File: config.mk
export PLATFORM = sky130hd
export DESIGN_NAME = debug_unit
export DESIGN_NICKNAME = d
export VERILOG_FILES = /design/src/rtl/debug_pkg.sv /design/src/rtl/debug_tx_serializer.sv /design/src/rtl/debug_unit.sv
export SDC_FILE = /design/constraint.sdc
export NUM_CORES = 1
export LEC_CHECK = 0
export CAP_MARGIN = 40
export CORE_ASPECT_RATIO = 2
export CORE_MARGIN = 4
export CORE_UTILIZATION = 25
export CTS_CLUSTER_SIZE = 40
export DETAILED_ROUTE_END_ITERATION = 6
export PLACE_DENSITY_LB_ADDON = 0.12
export SYNTH_ARGS = -nofsm -noshare
export SYNTH_HDL_FRONTEND = slang
export SYNTH_SLANG_ARGS = --single-unit
File: constraint.sdc
create_clock -name clk -period 3.09 [get_ports clk]
set_clock_uncertainty 0.15 [all_clocks]
set_input_delay 0.4635 -clock clk [delete_from_list [all_inputs] [get_ports clk]]
set_output_delay 0.4635 -clock clk [all_outputs]
set_load 0.01 [all_outputs]
File: src/rtl/debug_pkg.sv
// Shared command codes and FSM state encoding for the debug unit.
package debug_pkg;

  localparam logic [7:0] CMD_LOAD  = 8'h4C;  // 'L'
  localparam logic [7:0] CMD_RUN   = 8'h43;  // 'C'
  localparam logic [7:0] CMD_STEP  = 8'h53;  // 'S'
  localparam logic [7:0] CMD_RESET = 8'h52;  // 'R'
  localparam logic [7:0] ACK_BYTE  = 8'h06;

  typedef enum logic [2:0] {
    IDLE,
    LOAD_CNT,
    LOAD_BYTE,
    LOAD_WR,
    RUN,
    STEP,
    TX_BYTE,
    TX_WAIT
  } state_t;

endpackage

File: src/rtl/debug_tx_serializer.sv
// Sends a latched 32-bit word as 1 or 4 UART bytes, MSB first, honouring tx_busy.
module debug_tx_serializer
  import debug_pkg::*;
(
  input  logic        clk,
  input  logic        reset,
  input  logic [31:0] word,
  input  logic [2:0]  byte_cnt,
  input  logic        start,
  input  logic        tx_busy,
  output logic [7:0]  tx_data,
  output logic        tx_start,
  output logic        done
);

  state_t      state;
  logic [31:0] shreg;
  logic [2:0]  left;
  logic        skip;

  // Last byte accepted by the UART: finished this cycle.
  assign done = (state == TX_WAIT) && !skip && !tx_busy && (left == 3'd1);

  // Byte sequencer: wait idle, pulse tx_start, skip one cycle, wait idle again.
  always_ff @(posedge clk or negedge reset) begin
    if (!reset) begin
      state    <= IDLE;
      shreg    <= '0;
      left     <= '0;
      skip     <= 1'b0;
      tx_data  <= '0;
      tx_start <= 1'b0;
    end else begin
      tx_start <= 1'b0;
      case (state)
        IDLE: begin
          if (start) begin
            // A single byte is taken from the low lane and moved to the top.
            shreg <= (byte_cnt == 3'd1) ? {word[7:0], 24'h000000} : word;
            left  <= (byte_cnt == 3'd1) ? 3'd1 : 3'd4;
            state <= TX_BYTE;
          end
        end
        TX_BYTE: begin
          if (!tx_busy) begin
            tx_start <= 1'b1;
            tx_data  <= shreg[31:24];
            shreg    <= {shreg[23:0], 8'h00};
            skip     <= 1'b1;
            state    <= TX_WAIT;
          end
        end
        TX_WAIT: begin
          if (skip) begin
            skip <= 1'b0;
          end else if (!tx_busy) begin
            left  <= left - 3'd1;
            state <= (left == 3'd1) ? IDLE : TX_BYTE;
          end
        end
        default: state <= IDLE;
      endcase
    end
  end

endmodule

File: src/rtl/debug_unit.sv
// UART-driven debug controller: program load, run, single-step, CPU reset.
module debug_unit
  import debug_pkg::*;
#(
  parameter int IMEM_AW = 8
) (
  input  logic               clk,
  input  logic               reset,
  input  logic [7:0]         rx_data,
  input  logic               rx_valid,
  input  logic               tx_busy,
  output logic [7:0]         tx_data,
  output logic               tx_start,
  output logic               imem_we,
  output logic [IMEM_AW-1:0] imem_addr,
  output logic [31:0]        imem_wdata,
  output logic               cpu_enable,
  output logic               cpu_reset,
  input  logic               cpu_halt,
  input  logic [31:0]        cpu_pc
);

  state_t             state;
  logic [7:0]         words_left;
  logic [1:0]         byte_idx;
  logic [IMEM_AW-1:0] word_idx;
  logic [23:0]        asm_buf;
  logic               stepped;
  logic               ser_start;
  logic [31:0]        ser_word;
  logic [2:0]         ser_cnt;
  logic               ser_done;

  // Halt is checked in the same cycle so a halted CPU never gets an extra advance.
  assign cpu_enable = ((state == RUN) && !cpu_halt) || ((state == STEP) && !stepped);

  // Command decoder, loader and run/step control.
  always_ff @(posedge clk or negedge reset) begin
    if (!reset) begin
      state      <= IDLE;
      words_left <= '0;
      byte_idx   <= '0;
      word_idx   <= '0;
      asm_buf    <= '0;
      stepped    <= 1'b0;
      imem_we    <= 1'b0;
      imem_addr  <= '0;
      imem_wdata <= '0;
      cpu_reset  <= 1'b1;
      ser_start  <= 1'b0;
      ser_word   <= '0;
      ser_cnt    <= '0;
    end else begin
      imem_we   <= 1'b0;
      ser_start <= 1'b0;
      case (state)
        IDLE: begin
          if (rx_valid) begin
            case (rx_data)
              CMD_LOAD: state <= LOAD_CNT;
              CMD_RUN:  state <= RUN;
              CMD_STEP: state <= STEP;
              CMD_RESET: begin
                cpu_reset <= 1'b1;
                ser_word  <= {24'h000000, ACK_BYTE};
                ser_cnt   <= 3'd1;
                ser_start <= 1'b1;
                state     <= TX_BYTE;
              end
              default: state <= IDLE;
            endcase
          end
        end
        LOAD_CNT: begin
          if (rx_valid) begin
            if (rx_data == 8'h00) begin
              state <= IDLE;
            end else begin
              words_left <= rx_data;
              word_idx   <= '0;
              byte_idx   <= '0;
              cpu_reset  <= 1'b1;
              state      <= LOAD_BYTE;
            end
          end
        end
        LOAD_BYTE: begin
          if (rx_valid) begin
            asm_buf  <= {asm_buf[15:0], rx_data};
            byte_idx <= byte_idx + 2'd1;
            if (byte_idx == 2'd3) begin
              imem_we    <= 1'b1;
              imem_addr  <= word_idx;
              imem_wdata <= {asm_buf, rx_data};
              state      <= LOAD_WR;
            end
          end
        end
        LOAD_WR: begin
          word_idx   <= word_idx + 1'b1;
          words_left <= words_left - 8'd1;
          if (words_left == 8'd1) begin
            ser_word  <= {24'h000000, ACK_BYTE};
            ser_cnt   <= 3'd1;
            ser_start <= 1'b1;
            state     <= TX_BYTE;
          end else begin
            state <= LOAD_BYTE;
          end
        end
        RUN: begin
          if (cpu_halt) begin
            ser_word  <= cpu_pc;
            ser_cnt   <= 3'd4;
            ser_start <= 1'b1;
            state     <= TX_BYTE;
          end
        end
        STEP: begin
          // First cycle advances the CPU; second cycle captures the updated pc.
          if (!stepped) begin
            stepped <= 1'b1;
          end else begin
            stepped   <= 1'b0;
            ser_word  <= cpu_pc;
            ser_cnt   <= 3'd4;
            ser_start <= 1'b1;
            state     <= TX_BYTE;
          end
        end
        TX_BYTE: begin
          // Releases the one-cycle 'R' pulse and the end-of-load hold alike.
          cpu_reset <= 1'b0;
          if (ser_done) state <= IDLE;
        end
        default: state <= IDLE;
      endcase
    end
  end

  debug_tx_serializer u_tx (
    .clk      (clk),
    .reset    (reset),
    .word     (ser_word),
    .byte_cnt (ser_cnt),
    .start    (ser_start),
    .tx_busy  (tx_busy),
    .tx_data  (tx_data),
    .tx_start (tx_start),
    .done     (ser_done)
  );

endmodule

==> results.sh, run 1 <==
export IMPL_drtIter0Drc=204
export IMPL_fp_row_count=89
export IMPL_finalCritPeriodShare_pct=93.0
export IMPL_root_buffer="clkbuf_16"
export IMPL_async_flop_share_pct=100
export IMPL_routedWlPerCell_um=19.4
export IMPL_final_max_slew_viol_count=0
export IMPL_startpoint_type="register"
export IMPL_cap_violations=0
export IMPL_dr_pass1_iters=5
export IMPL_postCtsSetupBuffers=0
export IMPL_max_stage_delay_ns=0.62
export IMPL_area_growth_pct=27.9
export IMPL_grt_max_degree=64
export IMPL_use_met3_pct=3.17
export IMPL_gp_congestion=0.768
export IMPL_critPathSlowestCell="clkdlybuf4s50_1"
export IMPL_run_status="finished, final reports clean"
export IMPL_viasPerCell=4.73
export IMPL_drtAntennaViolNets=0
export IMPL_p_leak_nw=4.32
export IMPL_final_common_cell="dfrtp_1"
export IMPL_clkLatencyLatePin_ns=0.45
export IMPL_vias=5624
export IMPL_die_x_um=130
export IMPL_antenna_cells=0
export IMPL_worst_ep_required_time_ns=2.48
export IMPL_vdd_ir_drop_worst_v=0.000427
export IMPL_postLayoutCoreUtil_pct=32.5
export IMPL_cts_sinks=170
export IMPL_worst_hold_path_type="register to register"
export IMPL_regArea_mm2=0.00426
export IMPL_clockBufferDepth=2
export IMPL_crit_arrival_ns=2.26
export IMPL_htreeDepth=4
export IMPL_setup_worst_path_end_class="primary output"
export IMPL_busiest_layer="met2"
export IMPL_die_h_um=253
export IMPL_postPlaceCellArea_mm2=0.00898
export IMPL_portBuffers=96
export IMPL_setup_tns_ns=0
export IMPL_crit_chain="mux2_2, nor3_1, clkdlybuf4s50_1"
export IMPL_powerDensity_mw_per_mm2=912
export IMPL_die_area_mm2=0.0330
export IMPL_design_core_area_mm2=0.0295
export IMPL_io_pins=97
export IMPL_synthFlopType="dfrtp_1"
export IMPL_yosysWarningCount=0
export IMPL_avgSynthCellArea_um2=10.5
export IMPL_cts_inserted_buffers=17
export IMPL_multi_input_area_mm2=0.00302
export IMPL_start_util_pct=25.4
export IMPL_path_class="register to primary output"
export IMPL_critPathBufInv=1
export IMPL_cp_top_family="buffers and inverters"
export IMPL_drt_total_wl_um=23000
export IMPL_finalSetupViolations=0
export IMPL_grt_pass1_vias=5849
export IMPL_final_nets=863
export IMPL_max_freq_mhz=348
export IMPL_design_area_mm2=0.00958
export IMPL_p_total_mw=8.74
export IMPL_rsz0062_at_grt="no"
export IMPL_worstMarginPinSlew_ns=0.680
export IMPL_synth_seq_area_share_pct=56.8
export IMPL_syn_area_mm2=0.00749
export IMPL_drive_above_1_share_pct=15.2
export IMPL_antenna_found_initial=0
export IMPL_syn_num_nets=764
export IMPL_syn_inst=713
export IMPL_grt_pass1_wl_um=35600
export IMPL_grt_use_met1_pct=15.6
export IMPL_drcViolationCount=0
export IMPL_synth_seq_cells=170
export IMPL_grt_use_met2_pct=26.7
export IMPL_max_slew_margin_pct=54.3
export IMPL_gr_total_overflow=0
export IMPL_synth_edff_count=0
export IMPL_grt_use_total_pct=14.6
export IMPL_path_max_fanout=8
export IMPL_synth_cell_types=62
export IMPL_hpwl_um=16200
export IMPL_hold_viol=0
export IMPL_final_cell_mix="168 x dfrtp_1, 158 x nand2_1, 95 x clkdlybuf4s50_1, 62 x nor2_1, 48 x mux2_2"
export IMPL_fill_cells=2995
export IMPL_clk_pin_slew_ns=0.07
export IMPL_cts_tree="yes"
export IMPL_fin_crit_ns=2.87
==> where the power goes <==
group          internal [mW]  switching [mW]  leakage (nW)
Combinational           1.45            1.51          1.86
Clock                   1.10            1.06         0.285
Sequential              3.00           0.614          2.17
Total                   5.55            3.18          4.32
==> kinds of logic (layout without fill, tap and decap cells) <==
group                      after synthesis  count (layout)  synth area share [%]
buffers and inverters                   55             167                  2.92
adders and majority gates                6               6                  1.00
AOI/OAI and AO/OA                      138             138                  13.4
and+or+nand+nor                        278             278                  16.2
muxes                                   62              62                  9.12
DFF                                    170             170                  56.8
xor gates and xnor gates                 4               4                 0.468
==> routing by layer <==
metal | wire length, um | vias to the layer above
li1 | - | 2682
met1 | 8500 | 2790
met2 | 12900 | 120
met3 | 780 | 32
met4 | 868 | 0
met5 | 0 | -
==> synth_stat cells (2+ instances only) <==
library cell	n	share of area, %
dfrtp_1	169	56
nand2_1	159	8.0
nor2_1	62	3.1
mux2_2	48	7.2
o21ai_0	45	3.0
clkbuf_1	32	1.6
a221oi_1	17	2.0
nand3_1	13	0.87
mux2i_1	12	1.6
a21o_1	11	1.1
a211oi_1	10	1.0
a21oi_1	10	0.67
inv_1	10	0.50
buf_2	8	0.53
nand2b_1	8	0.67
nor3_1	7	0.47
o22a_1	7	0.82
a31oi_1	6	0.50
ha_1	6	1.0
a22o_1	4	0.47
and3_1	4	0.33
nor2b_1	4	0.33
nor3b_1	4	0.40
o221a_2	4	0.60
o2bb2ai_1	4	0.47
xnor2_1	3	0.35
and2_1	2	0.17
and4b_1	2	0.27
buf_1	2	0.10
clkbuf_2	2	0.13
mux2_1	2	0.30
nand4_1	2	0.17
nor4b_1	2	0.23
o21a_1	2	0.20
o22ai_1	2	0.17
o31ai_1	2	0.20
==> path summary, 6_finish.rpt <==
check | startpoint | to | slack (ns) | depth (start not counted)
worst min register to register | u_tx.shreg[26] | u_tx.shreg[26] | 0.33 | 1
max in group asynchronous | reset | word_idx[7] | 1.58 | 3
worst max-delay path | state[0] | cpu_enable | 0.22 | 3
worst min-delay path | u_tx.shreg[26] | u_tx.shreg[26] | 0.33 | 1
min in group asynchronous | reset | u_tx.shreg[24] | 0.44 | 2
worst max register to register | state[2] | ser_word[17] | 0.77 | 6
==> repair_timing <==
action	CTS	global route
gates resized for setup	0	1
hold buffers	1	0
hold endpoints to repair	59	0
endpoints found under the setup margin	0	1
==> registers in the layout (all words and copies together), names as in the netlist <==
signal and flops:
asm_buf 24, byte_idx 2, cpu_reset 1, imem_addr 8, imem_wdata 32, imem_we 1, ser_cnt 2, ser_start 1
ser_word 32, state 3, stepped 1, u_tx.left 3, u_tx.shreg 32, u_tx.skip 1, u_tx.state 2, u_tx.tx_data 8
u_tx.tx_start 1, word_idx 8, words_left 8
==> stage by stage <==
stage	setup WS, ns	hold slack, ns	cells
floorplan	0.926	0.0179	713
global placement	0.346	0.300	1156
detailed placement	0.322	0.309	1156
CTS	0.0679	0.326	1189
global route	0.115	0.351	1189
finish	0.216	0.326	1189
==> final cells by class <==
cell class                 count  share of cell area, %
clock inverter                14                   1.50
timing repair buffer         124                   12.8
inverter                      11                  0.431
clock buffer                  18                   4.58
sequential                   170                   44.4
tap                          364                   4.75
multi-input combinational    488                   31.5
Power figures use the tool's default switching activity.
==> inputs of run 2 (changes only) <==
CELL_PAD_IN_SITES_DETAIL_PLACEMENT = 2   (was default)
CELL_PAD_IN_SITES_GLOBAL_PLACEMENT = 2   (was default)
SYNTH_HIERARCHICAL = 1   (was default)
==> results.sh, run 2 <==
export IMPL_max_stage_delay_ns=0.62
export IMPL_antenna_found_initial=0
export IMPL_p_leak_nw=4.08
export IMPL_startpoint_type="input port"
export IMPL_synth_seq_cells=170
export IMPL_finalCritPeriodShare_pct=89.3
export IMPL_final_nets=815
export IMPL_critPathSlowestCell="clkdlybuf4s50_1"
export IMPL_p_total_mw=9.19
export IMPL_final_common_cell="dfrtp_1"
export IMPL_finalSetupViolations=0
export IMPL_largest_registers="imem_wdata x32, ser_word x32, u_tx/shreg x32"
export IMPL_max_slew_margin_pct=48.8
export IMPL_synth_area_leaders="dfrtp_1 55%, mux2_2 11%, nand2_1 3.7%"
export IMPL_yosysTopAreaCell="dfrtp_1"
export IMPL_drcViolationCount=0
export IMPL_gp_congestion=0.811
export IMPL_cts_tree="yes"
export IMPL_die_h_um=256
export IMPL_drt_total_wl_um=24100
export IMPL_setup_tns_ns=0
export IMPL_viasPerCell=4.89
export IMPL_powerDensity_mw_per_mm2=948
export IMPL_routedWlPerCell_um=21.0
export IMPL_syn_area_mm2=0.00766
export IMPL_vdd_ir_drop_worst_v=0.000437
export IMPL_run_status="finished, final reports clean"
export IMPL_cts_hold_buf=1
export IMPL_worstMarginPinSlew_ns=0.767
export IMPL_setup_worst_path_end_class="primary output"
export IMPL_yosysWarningCount=6
export IMPL_crit_arrival_ns=2.15
export IMPL_gr_total_overflow=0
export IMPL_synth_top_cell_area_share_pct=55.2
export IMPL_grt_use_total_pct=15.0
export IMPL_rsz0062_at_grt="no"
export IMPL_grt_pass1_vias=6589
export IMPL_io_pins=97
export IMPL_hpwl_um=18300
export IMPL_design_core_area_mm2=0.0302
export IMPL_grt_max_degree=56
export IMPL_whs_ns=0.338
export IMPL_yosys_cell_count_top_type="dfrtp_1"
export IMPL_area_growth_pct=26.4
export IMPL_antenna_cells=0
export IMPL_drive_above_1_share_pct=19.8
export IMPL_worst_path_most_repeated_cell="clkdlybuf4s50_1"
export IMPL_postCtsSetupBuffers=0
export IMPL_async_flop_share_pct=100
export IMPL_htreeDepth=4
export IMPL_start_util_pct=25.4
export IMPL_worst_ep_required_time_ns=2.48
export IMPL_synth_cell_types=66
export IMPL_hold_viol=0
export IMPL_path_max_fanout=3
export IMPL_fin_crit_ns=2.76
export IMPL_final_cell_mix="169 x dfrtp_1, 95 x clkdlybuf4s50_1, 75 x nand2_1, 73 x mux2_2, 41 x o21ai_0"
export IMPL_syn_inst=658
export IMPL_root_buffer="clkbuf_16"
export IMPL_die_x_um=132
export IMPL_clk_pin_slew_ns=0.07
export IMPL_max_freq_mhz=362
export IMPL_critPathBufInv=2
export IMPL_synth_seq_area_share_pct=55.5
export IMPL_grt_pass1_wl_um=39000
export IMPL_synthFlopType="dfrtp_1"
export IMPL_clockBufferDepth=2
export IMPL_drtAntennaViolNets=0
export IMPL_vias=5602
export IMPL_cp_top_family="buffers and inverters"
export IMPL_cap_violations=0
export IMPL_path_class="input port to primary output"
export IMPL_final_max_slew_viol_count=0
export IMPL_avgSynthCellArea_um2=11.6
export IMPL_fp_row_count=90
export IMPL_synth_top_cells_by_count="169 x dfrtp_1, 76 x nand2_1, 73 x mux2_2, 41 x o21ai_0, 27 x nand3_1"
export IMPL_crit_chain="clkdlybuf4s50_1, mux2_2, nor3b_1, clkdlybuf4s50_1"
export IMPL_synth_edff_count=0
export IMPL_cts_sinks=170
export IMPL_die_area_mm2=0.0337
export IMPL_cts_inserted_buffers=17
export IMPL_cts_resized=0
export IMPL_worst_hold_path_type="register to register"
export IMPL_clkLatencyLatePin_ns=0.45
export IMPL_postLayoutCoreUtil_pct=32.1
export IMPL_portBuffers=96
export IMPL_dr_pass1_iters=4
export IMPL_drtIter0Drc=208
[run 2: changes by cell type in the layout (fill, tap and decap cells not counted), sizes merged, moves of 10 or more]
cell	delta
nand2	-83
nor2	-43
mux2	+24
a2bb2oi	+16
a21oi	+14
nand3	+14
a21o	-10
conb	+10
[run 2: final timing paths]
| check | from | to | slack [ns] | depth (start not counted) |
|---|---|---|---|---|
| worst max-delay path | cpu_halt | cpu_enable | 0.33 | 4 |
| worst min-delay path | u_tx/left[1] | u_tx/left[1] | 0.34 | 1 |
| worst max register to register | u_tx/state[1] | u_tx/shreg[6] | 0.78 | 4 |
| worst min register to register | u_tx/left[1] | u_tx/left[1] | 0.34 | 1 |
| max in group asynchronous | reset | imem_wdata[6] | 1.56 | 3 |
| min in group asynchronous | reset | ser_word[15] | 0.40 | 2 |
[run 2: metal layers]
metal	share of wire (%)	up-vias	routed length (um)	GRT usage, %
met5	0	-	0	0
met3	3.0	24	718	3.50
li1	-	2587	-	-
met4	2.4	0	586	5.75
met2	60	85	14500	30.3
met1	34	2906	8240	14.2
[run 2: through the flow]
step                instance area [um^2]  worst slack, ns  cells
floorplan                           7700             1.19    667
global placement                    9080            0.324   1111
detailed placement                  9100            0.274   1112
CTS                                 9690            0.328   1145
global route                        9690            0.279   1145
finish                              9690            0.330   1145
[run 2: area by class of cell]
class | instances | area, um^2
clock buffers | 17 | 425
well taps | 368 | 460
multi-input cells | 434 | 3140
fillers | 3262 | 20500
inverters | 18 | 67.6
repair buffers | 123 | 1190
clock inverters | 15 | 156
flip-flops and latches | 170 | 4260
[run 2: logic make-up (layout without fill, tap and decap cells)]
family	after synthesis	in the layout	synth area share (%)
AOI/OAI and AO/OA	147	147	13.9
muxes	80	80	11.7
DFF	170	170	55.5
and+or+nand+nor	190	190	13.7
other	1	10	0.0489
xor gates and xnor gates	1	1	0.114
buffers and inverters	63	173	4.03
adders and majority gates	6	6	0.979
[run 2: where the power goes]
part           leakage (nW)  switching (mW)  internal (mW)
clock network         0.288            1.02           1.15
registers              2.11           0.835           3.21
logic                  1.68            1.34           1.64
total                  4.08            3.20           5.99
[run 2: worst reg2reg max path, delay by kind of cell (launching register included)]
| kind | cells | cell delay, ns |
|---|---|---|
| buffers and inverters | 1 | 0.30 |
| AO/OA/AOI/OAI | 2 | 0.55 |
| AND/OR/NAND/NOR | 1 | 0.45 |
| flip-flops | 1 | 0.75 |
==> inputs of run 3 (changes only) <==
--- a/config.mk
+++ b/config.mk
@@ -11,3 +11,2 @@
 export CORE_ASPECT_RATIO = 2
-export CORE_MARGIN = 4
 export CORE_UTILIZATION = 25
==> constraint.sdc (replaced) <==
create_clock -name clk -period 3.09 [get_ports clk]
set_clock_uncertainty 0.15 [all_clocks]
set_input_delay 0.618 -clock clk [delete_from_list [all_inputs] [get_ports clk]]
set_output_delay 0.618 -clock clk [all_outputs]
set_load 0.01 [all_outputs]
==> results.sh, run 3 (synthesis results as in run 2) <==
export IMPL_whs_ns=0.0220
export IMPL_dp_slack_ns=0.216
export IMPL_cap_violations=0
export IMPL_start_util_pct=25.4
export IMPL_largest_registers="imem_wdata x32, ser_word x32, u_tx/shreg x32"
export IMPL_cts_tree="yes"
export IMPL_drcViolationCount=0
export IMPL_area_growth_pct=27.5
export IMPL_setup_tns_ns=0
export IMPL_antenna_found_initial=0
export IMPL_viasPerCell=4.93
export IMPL_vdd_ir_drop_worst_v=0.000417
export IMPL_final_cell_mix="169 x dfrtp_1, 95 x clkdlybuf4s50_1, 75 x nand2_1, 73 x mux2_2, 41 x o21ai_0"
export IMPL_cts_sinks=170
export IMPL_antenna_cells=0
export IMPL_fp_row_count=90
export IMPL_finalCritPeriodShare_pct=92.9
export IMPL_fin_crit_ns=2.87
export IMPL_htreeDepth=4
export IMPL_p_leak_nw=4.13
export IMPL_cts_inserted_buffers=17
export IMPL_vias=5672
export IMPL_rsz0062_at_grt="no"
export IMPL_switchingPower_mw=3.24
export IMPL_setup_ws_ns=0.221
export IMPL_gp_congestion=0.773
export IMPL_pwr_share_seq_pct=43.5
export IMPL_grt_max_degree=61
export IMPL_cts_hold_buf=0
export IMPL_hold_viol=0
export IMPL_clk_pin_slew_ns=0.07
export IMPL_dr_pass1_iters=4
export IMPL_grt_pass1_vias=6587
export IMPL_drive_above_1_share_pct=20.6
export IMPL_die_x_um=126
export IMPL_root_buffer="clkbuf_16"
export IMPL_worstMarginPinSlew_ns=0.868
export IMPL_grt_use_total_pct=16.0
export IMPL_cts_resized=0
export IMPL_p_clk_share_pct=23.8
export IMPL_clkLatencyLatePin_ns=0.45
export IMPL_path_class="input port to primary output"
export IMPL_hpwl_um=17600
export IMPL_final_max_slew_viol_count=0
export IMPL_final_nets=821
export IMPL_worst_ep_required_time_ns=2.32
export IMPL_powerDensity_mw_per_mm2=942
export IMPL_gr_total_overflow=0
export IMPL_crit_arrival_ns=2.10
export IMPL_run_status="finished, final reports clean"
export IMPL_max_freq_mhz=348
export IMPL_design_core_area_mm2=0.0302
export IMPL_setup_worst_path_end_class="primary output"
export IMPL_die_area_mm2=0.0314
export IMPL_drt_total_wl_um=23800
export IMPL_die_h_um=250
export IMPL_pwr_share_comb_pct=32.6
export IMPL_drtAntennaViolNets=0
export IMPL_worst_hold_path_type="input port to asynchronous set/reset pin"
export IMPL_postCtsSetupBuffers=0
export IMPL_drtIter0Drc=160
export IMPL_max_slew_margin_pct=42.1
export IMPL_path_max_fanout=3
export IMPL_final_common_cell="dfrtp_1"
export IMPL_p_int_mw=5.96
export IMPL_startpoint_type="input port"
export IMPL_clockBufferDepth=2
export IMPL_grt_pass1_wl_um=38000
export IMPL_io_pins=97
export IMPL_finalSetupViolations=0
export IMPL_p_sw_share_pct=35.2
export IMPL_routedWlPerCell_um=20.7
export IMPL_portBuffers=96
==> run 3: cell count changes in the layout (fill, tap and decap cells not counted) <==
cell and delta:
buf_12 +2, buf_4 +5, bufinv_16 -1, clkinv_2 -2
clkinv_4 -1, clkinv_8 +3, dlygate4sd3_1 -1, inv_6 -2
inv_8 +3
==> run 3: through the flow <==
stage / util [%] / power (mW) / instance area (um^2) / cells
floorplan: - / 5.57 / 7700 / 667
global placement: 30.4 / 6.95 / 9160 / 1118
detailed placement: 30.4 / 7.13 / 9180 / 1119
CTS: 32.4 / 9.41 / 9770 / 1151
global route: 32.4 / 9.81 / 9770 / 1151
finish: 32.4 / 9.20 / 9770 / 1151
==> run 3: per-layer routing <==
layer  global-route usage [%]  share of wire, %  up-vias
li1                         -                 -     2603
met1                     15.6                36     2963
met2                     32.4                60       87
met3                     3.00               2.3       19
met4                     6.06               1.8        0
met5                        0                 0        -
==> run 3: power by group through the flow <==
stage	Clock, mW	Sequential [mW]	Combinational (mW)
6_report	2.19	4.01	3.00
5_1_grt	2.35	4.16	3.30
4_1_cts	2.28	4.05	3.08
3_5_place_dp	0	4.06	3.07
3_3_place_gp	0	4.02	2.93
2_1_floorplan	0	3.83	1.74
==> run 3: cell type report <==
| type | count | area, um^2 |
|---|---|---|
| Fill cell | 3230 | 20400 |
| Sequential cell | 170 | 4260 |
| Multi-Input combinational cell | 434 | 3140 |
| Timing Repair Buffer | 129 | 1250 |
| Tap cell | 368 | 460 |
| Clock buffer | 17 | 425 |
| Clock inverter | 15 | 173 |
| Inverter | 18 | 67.6 |
==> run 3: worst max-delay path, stage by stage <==
cell             delay (ns)
clkdlybuf4s50_1        0.43
mux2_2                 0.30
nor3b_1                0.19
clkdlybuf4s50_1        0.57
==> run 3: final timing paths <==
path                              startpoint         endpoint  slack (ns)  cells past startpoint
min in group clk                u_tx/left[1]     u_tx/left[1]        0.35                      1
worst max-delay path                cpu_halt       cpu_enable        0.22                      4
worst min register to register  u_tx/left[1]     u_tx/left[1]        0.35                      1
worst min-delay path                   reset     ser_word[18]        0.02                      1
max in group asynchronous              reset  u_tx/tx_data[7]        2.06                      2
worst max register to register      state[1]      word_idx[7]        0.77                      4
